<file path="src/rtl/booth_r8_seq_decoder.sv">
// Sequential radix-8 Booth digit consumer: one digit group per cycle,
// accumulating sign*mag*mcand<<(3*g) into an exact unsigned product.
module booth_r8_seq_decoder #(
    parameter int unsigned WIDTH  = 32,
    parameter int unsigned GROUPS = (WIDTH >> 2) + 3
) (
    input  logic                  clk,
    input  logic                  rst_n,
    input  logic                  in_valid,
    output logic                  in_ready,
    input  logic [WIDTH-1:0]      mcand,
    input  logic [GROUPS-1:0]     s,
    input  logic [GROUPS-1:0]     d,
    input  logic [GROUPS-1:0]     t,
    input  logic [GROUPS-1:0]     q,
    input  logic [GROUPS-1:0]     n,
    output logic                  out_valid,
    input  logic                  out_ready,
    output logic [2*WIDTH-1:0]    product,
    output logic                  err
);

    localparam int unsigned AW = 2 * WIDTH + 4;
    localparam int unsigned PW = 2 * WIDTH;
    localparam int unsigned GW = (GROUPS > 1) ? $clog2(GROUPS) : 1;

    typedef enum logic [1:0] {
        ST_IDLE = 2'd0,
        ST_RUN  = 2'd1,
        ST_DONE = 2'd2
    } state_t;

    state_t            r_state;
    state_t            w_state_next;
    logic [GW-1:0]     r_g;
    logic [AW-1:0]     r_m1;
    logic [AW-1:0]     r_m3;
    logic [AW-1:0]     r_acc;
    logic [GROUPS-1:0] r_s;
    logic [GROUPS-1:0] r_d;
    logic [GROUPS-1:0] r_t;
    logic [GROUPS-1:0] r_q;
    logic [GROUPS-1:0] r_n;
    logic [PW-1:0]     r_product;
    logic              r_out_valid;
    logic              r_in_ready;
    logic              r_err;

    logic              w_last;
    logic              w_multi;
    logic [AW-1:0]     w_term;
    logic [AW-1:0]     w_acc_next;

    assign w_last = (r_g == GW'(GROUPS - 1));

    // State register
    always_ff @(posedge clk or negedge rst_n) begin
        if (!rst_n) begin
            r_state <= ST_IDLE;
        end else begin
            r_state <= w_state_next;
        end
    end

    // Next-state logic
    always_comb begin
        w_state_next = r_state;
        case (r_state)
            ST_IDLE: if (in_valid)  w_state_next = ST_RUN;
            ST_RUN:  if (w_last)    w_state_next = ST_DONE;
            ST_DONE: if (out_ready) w_state_next = ST_IDLE;
            default:                w_state_next = ST_IDLE;
        endcase
    end

    // Digit decode of the current group (always bit 0 of the shifting digit registers).
    // r_m1/r_m3 are pre-shifted by 3*g, so no variable shifter is needed.
    always_comb begin
        w_term  = '0;
        w_multi = (r_s[0] & r_d[0]) | (r_s[0] & r_t[0]) | (r_s[0] & r_q[0]) |
                  (r_d[0] & r_t[0]) | (r_d[0] & r_q[0]) | (r_t[0] & r_q[0]);
        case ({r_q[0], r_t[0], r_d[0], r_s[0]})
            4'b0001: w_term = r_m1;
            4'b0010: w_term = r_m1 << 1;
            4'b0100: w_term = r_m3;
            4'b1000: w_term = r_m1 << 2;
            default: w_term = '0;
        endcase
        // Direct subtract: a zero-magnitude negated digit contributes exactly 0
        w_acc_next = r_n[0] ? (r_acc - w_term) : (r_acc + w_term);
    end

    // Datapath and registered outputs
    always_ff @(posedge clk or negedge rst_n) begin
        if (!rst_n) begin
            r_g         <= '0;
            r_m1        <= '0;
            r_m3        <= '0;
            r_acc       <= '0;
            r_s         <= '0;
            r_d         <= '0;
            r_t         <= '0;
            r_q         <= '0;
            r_n         <= '0;
            r_product   <= '0;
            r_out_valid <= 1'b0;
            r_in_ready  <= 1'b1;
            r_err       <= 1'b0;
        end else begin
            case (r_state)
                ST_IDLE: begin
                    if (in_valid) begin
                        r_m1       <= AW'(mcand);
                        r_m3       <= (AW'(mcand) << 1) + AW'(mcand);
                        r_s        <= s;
                        r_d        <= d;
                        r_t        <= t;
                        r_q        <= q;
                        r_n        <= n;
                        r_acc      <= '0;
                        r_g        <= '0;
                        r_err      <= 1'b0;
                        r_in_ready <= 1'b0;
                    end
                end
                ST_RUN: begin
                    r_acc <= w_acc_next;
                    r_g   <= r_g + GW'(1);
                    r_m1  <= r_m1 << 3;
                    r_m3  <= r_m3 << 3;
                    r_s   <= r_s >> 1;
                    r_d   <= r_d >> 1;
                    r_t   <= r_t >> 1;
                    r_q   <= r_q >> 1;
                    r_n   <= r_n >> 1;
                    r_err <= r_err | w_multi;
                    if (w_last) begin
                        r_product   <= w_acc_next[PW-1:0];
                        r_out_valid <= 1'b1;
                    end
                end
                ST_DONE: begin
                    if (out_ready) begin
                        r_out_valid <= 1'b0;
                        r_in_ready  <= 1'b1;
                    end
                end
                default: begin
                end
            endcase
        end
    end

    assign in_ready  = r_in_ready;
    assign out_valid = r_out_valid;
    assign product   = r_product;
    assign err       = r_err;

endmodule

</file>
<file path="config.mk">
export PLATFORM = sky130hd
export DESIGN_NAME = booth_r8_seq_decoder
export DESIGN_NICKNAME = d
export VERILOG_FILES = /design/src/rtl/booth_r8_seq_decoder.sv
export SDC_FILE = /design/constraint.sdc
export NUM_CORES = 1
export LEC_CHECK = 0
export ABC_AREA = 1
export CAP_MARGIN = 20
export CORE_MARGIN = 10
export CORE_UTILIZATION = 39
export CTS_CLUSTER_SIZE = 14
export DETAILED_ROUTE_END_ITERATION = 8
export DONT_BUFFER_PORTS = 1
export PLACE_DENSITY = 0.63
export SLEW_MARGIN = 5
export SYNTH_ARGS = -nofsm -noshare
export SYNTH_HDL_FRONTEND = slang
export SYNTH_SLANG_ARGS = --single-unit
</file>
<file path="constraint.sdc">
create_clock -name clk -period 4.93 [get_ports clk]
set_clock_uncertainty 0.2 [all_clocks]
set_input_delay 0.986 -clock clk [delete_from_list [all_inputs] [get_ports clk]]
set_output_delay 0.986 -clock clk [all_outputs]
set_load 0.005 [all_outputs]
</file>
# == Word-level counts from Yosys, hierarchy flattened ==
# Cells that the tools add are included.
# word_totals
ff_bits,332
inputBits,91
output_inout_bits,67
elab_cells,80
# op_classes
add_sub_neg,4
eq_ne,10
muxes,31
bitwise_logic,12
n_reduce_logical,9
# op_table
operator,n
68-bit case mux with 2 select lines,3
68-bit 2-to-1 mux,4
68-bit case mux with 4 select lines,1
11-bit case mux with 2 select lines,5
68-bit adder,1
68-bit subtractor,1
11-bit 2-to-1 mux,5
33-bit by 32-bit adder with 34-bit output,1
3-bit AND reduction,3
4-bit equality test (second input constant),2
4-bit case mux with 2 select lines,1
1-bit bitwise AND,6
2-bit 2-to-1 mux,3
2-bit inequality test (second input constant),3
1-bit OR,6
1-bit case mux with 2 select lines,3
2-bit case mux with 3 select lines,1
2-bit nonzero test,3
4-bit by 1-bit adder with 4-bit output (second input constant),1
4-bit by 1-bit equality test with 1-bit output (second input constant),1
4-bit by 2-bit equality test with 1-bit output (second input constant),1
4-bit by 3-bit equality test with 1-bit output (second input constant),1
1-bit 2-to-1 mux,4
4-bit 2-to-1 mux,1
other kinds (4),5

# == Longest topological paths before layout ==
# Gate-level depths: netlist of run 1.
# depth
word_depth,8
mapped_depth,33
depth_no_buf,31

# == Worst setup path before layout of run 1 ==
# No wires, ideal clock.
# synth_path
path_type,register to register
from,reg r_d[0]
to,reg r_product[54] (netlist: product[54])
setup_ps,118
arrival_ps,3541
required_time_ps,4612
setup_slack_ps,1071
path_stages_with_launch,28
path_buffers,1
period_less_slack_ps,3859
path_cell_list,dfrtp_1 inv_1 nor2_1 buf_2 nand3_1 nand2_1 nor2_1 ha_1 nand3_1 nor2_2 nand3_1 nor2_2 nand2_2 o21ai_2 nand2_1 xor2_1 ha_1 nand2_1 nor2_1 inv_1 nor2_1 inv_1 nor4_1 nand2_1 nand3_1 nand2_1 nand3_1 nand2_1
# synth_between
elab_chain_cells,4
word_cells_on_any_way,8
classes_between,add/sub (2); eq/ne (4); mux (2)
# synth_rtl
element,line,source
from (decl),40,logic [GROUPS-1:0] r_d;
from (signal assigned),132,r_d <= r_d >> 1;
4-bit equality test (tied with other cells),82,"case ({r_q[0], r_t[0], r_d[0], r_s[0]})"
68-bit case mux with 4 select lines (*),82,
68-bit adder / 68-bit subtractor (equally long branches),90,w_acc_next = r_n[0] ? (r_acc - w_term) : (r_acc + w_term);
68-bit 2-to-1 mux (*),90,
to (signal assigned),138,r_product <= w_acc_next[PW-1:0];
to (decl),44,logic [PW-1:0] r_product;
# Mark *: on every way between the ends. The rest lies on a longest branch, timed or not.
# A chain may end at the register's enable or synchronous reset.

# == Worst setup path in the final report of run 1 ==
# layout_path
from,reg r_t[0]
to,reg r_acc[46]
# layout_between
elab_chain_cells,5
word_cells_on_any_way,9
classes_between,add/sub (2); eq/ne (4); mux (3)
# layout_rtl
element,line,source
from (decl),41,logic [GROUPS-1:0] r_t;
from (signal assigned),117,r_t <= t;
from (signal assigned),133,r_t <= r_t >> 1;
4-bit equality test (tied with other cells),82,
68-bit case mux with 4 select lines (*),82,
68-bit adder / 68-bit subtractor (equally long branches),90,
68-bit 2-to-1 mux (*),90,
68-bit case mux with 2 select lines (*),110,case (r_state)
to (signal assigned),127,r_acc <= w_acc_next;
to (decl),38,logic [AW-1:0] r_acc;
# Marked as above.

==> results of run 1 <==
## timing repair
action	CTS	global route
endpoints found under the hold margin	318	123
resized for setup	10	101
setup buffers	1	6
pin swaps	2	8
endpoints found under the setup margin	3	71
## sequential cells by signal, summed over array words and instances (netlist names), 11 cells and up
signal	count
product	64
r_acc	64
r_m1	64
r_m3	63
r_d	11
r_n	11
r_q	11
r_s	11
r_t	11
## cell families after synthesis
logic type	Yosys count	share of synthesized area, %
XOR/XNOR	99	3.77
AND/OR/NAND/NOR	1703	31.1
adder cells (fa/ha/maj)	101	5.55
multiplexers	1	0.0435
AO/OA/AOI/OAI	633	15.9
flip-flops	319	34.7
buffers and inverters	522	9.04
## worst max-delay path: stages, from the launching register on
cell and delay (ns):
dfrtp_2 0.45, inv_1 0.14, nor2_4 0.09, buf_4 0.18
nand3_1 0.11, nand2_1 0.08, nor2_1 0.23, nand2_1 0.11
buf_4 0.14, nor2_1 0.13, nand2_1 0.10, nor2_2 0.26
nand3_2 0.18, xor2_1 0.18, nand2_1 0.06, nand2_1 0.07
ha_2 0.39, nand2_1 0.10, nor2_1 0.12, inv_1 0.07
nor2_1 0.15, inv_1 0.13, nor2_2 0.19, nand3_1 0.19
nand2_1 0.15, xnor2_2 0.15, o21ai_0 0.13
## cell type report
type / count / area [um^2] / share of cell area, %
multi-input combinational: 2537 / 13300 / 49.4
sequential: 319 / 7990 / 29.6
timing repair buffer: 243 / 1960 / 7.25
inverter: 385 / 1450 / 5.37
clock buffer: 48 / 1030 / 3.81
tap: 773 / 967 / 3.58
clock inverter: 20 / 290 / 1.07
## routing by layer
metal	share of wire [%]	wire, um	GRT usage [%]	up-vias
met5	0.020	16	0	-
met2	44	35800	35.3	739
li1	-	-	-	11475
met4	3.1	2530	7.28	2
met1	45	36600	30.5	10930
met3	7.3	5870	4.08	126
## stage by stage
step	TNS [ns]	std cells
after floorplan	0	3378
after global placement	-0.235	4249
after detailed placement	-0.238	4249
after CTS	0	4318
after global routing	-0.240	4325
final	0	4325
## layout by cell type (no fill, tap or decap), types with 11 or more instances in the layout
master / synthesis / routed
nand2_1: 874 / 868
nand3_1: 389 / 380
inv_1: 378 / 376
dfrtp_1: 318 / 315
nor2_1: 336 / 291
buf_4: 4 / 230
o21ai_0: 228 / 219
a21oi_1: 161 / 155
ha_1: 99 / 91
o22ai_1: 79 / 79
nor2_2: 21 / 50
xor2_1: 50 / 48
xnor2_1: 49 / 47
clkbuf_16: 0 / 38
o21ai_1: 21 / 29
o211ai_1: 28 / 28
o221ai_1: 28 / 28
nand4_1: 25 / 25
a21o_1: 19 / 19
a31oi_1: 19 / 18
nor2_4: 1 / 17
a22oi_1: 15 / 15
nor3_1: 17 / 13
nand2_2: 5 / 11
## worst max-delay path by stage
stage | slack, ns | end | cells past startpoint | from
2_1_floorplan | 1.07 | product[54] | 27 | r_d[0]
3_3_place_gp | -0.12 | r_acc[63] | 29 | r_d[0]
3_5_place_dp | -0.12 | r_acc[63] | 28 | r_s[0]
4_1_cts | 0.001 | r_acc[63] | 28 | r_d[0]
5_1_grt | -0.03 | product[44] | 26 | r_t[0]
6_report | 0.24 | r_acc[46] | 26 | r_t[0]
==> metrics, run 1 <==
r2r setup slk 0.24 ns; Post-Syn Area 23000 um^2; YS warnings 0; Avg Vias per Cell 5.38; width of the die 263 um; fill cell count 6076; top-count cell post-synth nand2_1; status complete, but fails checks; RSZ-0062 raised after global routing yes; reg-to-reg critical path endpoint r_acc[46]; library cells used by synthesis 51; antenna-violating nets left 0; dominant synthesized flop cell dfrtp_1; Via Count 23272; CP startpoint kind register; n_diodes 0; Top-Level Pins 158; DRC violations left 0; Worst-path clk slew 0.06 ns; Core Region 58800 um^2; transition time of the tightest slew-check pin 0.957 ns; fin area 27000 um^2; gpl congestion 0.954; wire per inst 18.7 um; port bufs 0; syn_nets 3570; sequential area share after synthesis 34.7%; FF+latch count, synth 319; largest net degree at the start of global routing 320; crit path DAT 4.89 ns; Row Count 89; chip height 263 um; final hold slack -0.0387 ns; worst endpoint required time 5.13 ns; Synth Area per Inst 6.82 um^2; TritonCTS clock tree built; CTS Buf Count 38; top cells by count, synth nand2_1 (874), nand3_1 (389), inv_1 (378); fin. max-slew vios 0; Die ar. 69200 um^2; f_max 213 MHz; async set-reset flop share out of synthesis 100%; max_cap viols 0; Final Core Density 46.0%; CTS max path bufs 3; r2r worst-path depth 26; Final Cycle Share 95.1%; initial antenna violation count 2; Setup WS post-layout 0.241 ns; clock insertion delay at the later pin of the skew report 0.58 ns; initial core utilization 39.2%; fraction of layout cells with a size suffix above 1 12.6%; Root Driver clkbuf_16; Area growth syn-to-layout 17.4%; worst hold path type primary input to async pin; gr usage total 22.4%; final wirelength 80800 um; worst slack, placed -0.123 ns; share of the synthesized area in the top cell type 34.6%; first-pass GRT wire length 126000 um; Final Hold Viols 32; failing checks hold timing; Iteration-0 DRC Markers 2272; Post-DP HPWL 60800 um; htree depth 2; Crit Path Max Fanout 12; # nets final 3716; synth top area cells dfrtp_1 (35%), nand2_1 (14%), nand3_1 (8.5%); Initial DRT Pass Iterations 6; WS Path Type register to register; area post-placement 25300 um^2; vias in the first global route 22189; critical path capture point type register; clk sinks 319; EDFF count, synth 0; slew margin rel. 36.2%; area leader, netlist dfrtp_1; Worst R2R Start r_t[0]; total grt overflow 0; Post-Synthesis Cells 3378; shortest period the worst path allows 4.69 ns; Setup-failing EPs final 0
Power of run 1 is not shown: default switching activity piles up to over one toggle a cycle in this logic, so the estimate is an artifact.
==> run 2: changes to the inputs <==
- RECOVER_POWER: default -> 100
==> metrics, run 2 (synthesis gave the netlist of run 1 again) <==
status complete, but fails checks (unchanged); failing checks hold timing, capacitance limit, slew limit (was hold timing); n_diodes 0 (unchanged); # nets final 3716 (unchanged); wire per inst 18.7 um (about the same); max_cap viols 4 (was 0); CTS Buf Count 38 (unchanged); CTS max path bufs 3 (unchanged); RSZ-0062 raised after global routing yes (unchanged); initial antenna violation count 2 (unchanged); vias in the first global route 22189 (unchanged); crit path DAT 4.99 ns (was 4.89 ns); fin cells 4325 (unchanged); Row Count 89 (unchanged); Final Cycle Share 96.1% (was 95.1%); worst endpoint required time 5.19 ns (was 5.13 ns); largest net degree at the start of global routing 320 (unchanged); clk sinks 319 (unchanged); clock insertion delay at the later pin of the skew report 0.58 ns (about the same); Die ar. 69200 um^2 (unchanged); Setup-failing EPs final 0 (unchanged); slew margin rel. -107% (was 36.2%); Worst-path clk slew 0.06 ns (about the same); Root Driver clkbuf_16 (unchanged); met2 WL 35900 um (was 35800 um); transition time of the tightest slew-check pin 3.10 ns (was 0.957 ns); gpl congestion 0.954 (unchanged); final wirelength 80900 um (was 80800 um); shortest period the worst path allows 4.74 ns (was 4.69 ns); total grt overflow 0 (unchanged); critical path capture point type register (unchanged); commonest cells after routing, fill and taps aside nand2_1 (868), nand3_1 (380), inv_1 (377), dfrtp_1 (315), nor2_1 (294) (was nand2_1 (868), nand3_1 (380), inv_1 (376), dfrtp_1 (315), nor2_1 (291)); uppermost layer routed met5 (unchanged); DP Cell Count 4249 (unchanged); first-pass GRT wire length 126000 um (unchanged); fraction of layout cells with a size suffix above 1 12.3% (was 12.6%); f_max 211 MHz (was 213 MHz); gr usage total 22.4% (unchanged); Met3 Wirelength 5840 um (was 5870 um); initial core utilization 39.2% (unchanged); most common cell after layout, fill and taps aside nand2_1 (unchanged); Top-Level Pins 158 (unchanged); antenna-violating nets left 0 (unchanged); Core Region 58800 um^2 (unchanged); Crit Path Max Fanout 15 (was 12); Iteration-0 DRC Markers 2262 (was 2272); fin. max-slew vios 366 (was 0); chip height 263 um (unchanged); Via Count 23235 (was 23272); port bufs 0 (unchanged); DRC violations left 0 (unchanged); TritonCTS clock tree built (unchanged); CP startpoint kind register (unchanged); htree depth 2 (unchanged); Avg Vias per Cell 5.37 (was 5.38); width of the die 263 um (unchanged); Post-DP HPWL 60800 um (unchanged); Initial DRT Pass Iterations 5 (was 6); final hold slack -0.0377 ns (was -0.0387 ns); WS Path Type register to register (unchanged); Met1 Routed Length 36600 um (about the same); Area growth syn-to-layout 17.0% (was 17.4%); Final Hold Viols 23 (was 32); worst hold path type primary input to async pin (unchanged)
## run 2: changes by cell type in the layout (fill, tap and decap cells not counted), moves of 2 or more
| cell | change |
|---|---|
| nor2_1 | +3 |
| clkbuf_2 | +2 |
| clkbuf_4 | +3 |
| clkbuf_1 | +7 |
| buf_4 | -11 |
| nor2_4 | -2 |
## run 2: layout make-up
type | instances | area, um^2
Timing Repair Buffer | 243 | 1900
Sequential cell | 319 | 7990
Fill cell | 6095 | 31800
Multi-Input combinational cell | 2537 | 13300
Tap cell | 773 | 967
Clock inverter | 20 | 290
Inverter | 385 | 1450
Clock buffer | 48 | 1030
## run 2: metal layers
layer / GRT usage [%] / vias up
met4: 7.28 / 2
met2: 35.3 / 771
met3: 4.08 / 131
met1: 30.5 / 10856
li1: - / 11475
met5: 0 / -
## run 2: what timing repair did
| action | 4_1_cts | 5_1_grt |
|---|---|---|
| gates resized for setup | 10 | 101 |
| gates cloned | 0 | 0 |
| endpoints found under the setup margin | 3 | 71 |
| pin swaps | 2 | 8 |
| endpoints found under the hold margin | 318 | 123 |
| setup buffers | 1 | 6 |
## run 2: path summary, 6_finish.rpt
path / startpoint / end / slack (ns) / depth (start not counted)
max: r_t[0] / product[58] / 0.19 / 26
min: rst_n / r_m1[16] / -0.04 / 0
max reg2reg: r_t[0] / product[58] / 0.19 / 26
min reg2reg: r_state[0] / r_state[1] / 0.25 / 1
max in group asynchronous: rst_n / r_acc[44] / 1.47 / 1
min in group clk: r_state[0] / r_state[1] / 0.25 / 1
## run 2: critical path: stages (launching register included)
cell and delay (ns):
dfrtp_2 0.45, inv_1 0.14, nor2_4 0.09, buf_12 0.15, nand3_1 0.07, nand2_1 0.09
nor2_2 0.21, nand2_1 0.11, nor2_1 0.20, nand2_1 0.09, nor2_1 0.10, nand2_1 0.13
nand2_2 0.13, nand2_1 0.11, a21oi_1 0.23, xnor2_1 0.17, ha_2 0.35, inv_1 0.09
o21ai_0 0.12, a21oi_1 0.27, o21ai_0 0.24, a21oi_1 0.26, nand3_2 0.17, a21oi_2 0.22
nand2_1 0.09, nand3_1 0.10, nand2_1 0.06
## run 2: stage by stage
| stage | setup TNS (ns) | util (%) | setup WS (ns) | area (um^2) |
|---|---|---|---|---|
| global route | -0.250 | 45.8 | -0.0340 | 26900 |
| floorplan | 0 | - | 1.07 | 23000 |
| CTS | 0 | 45.3 | 0.00102 | 26600 |
| detailed placement | -0.238 | 43.0 | -0.123 | 25300 |
| finish | 0 | 45.8 | 0.194 | 26900 |
| global placement | -0.235 | 43.0 | -0.119 | 25300 |
Power of run 2 is left out for the same reason.
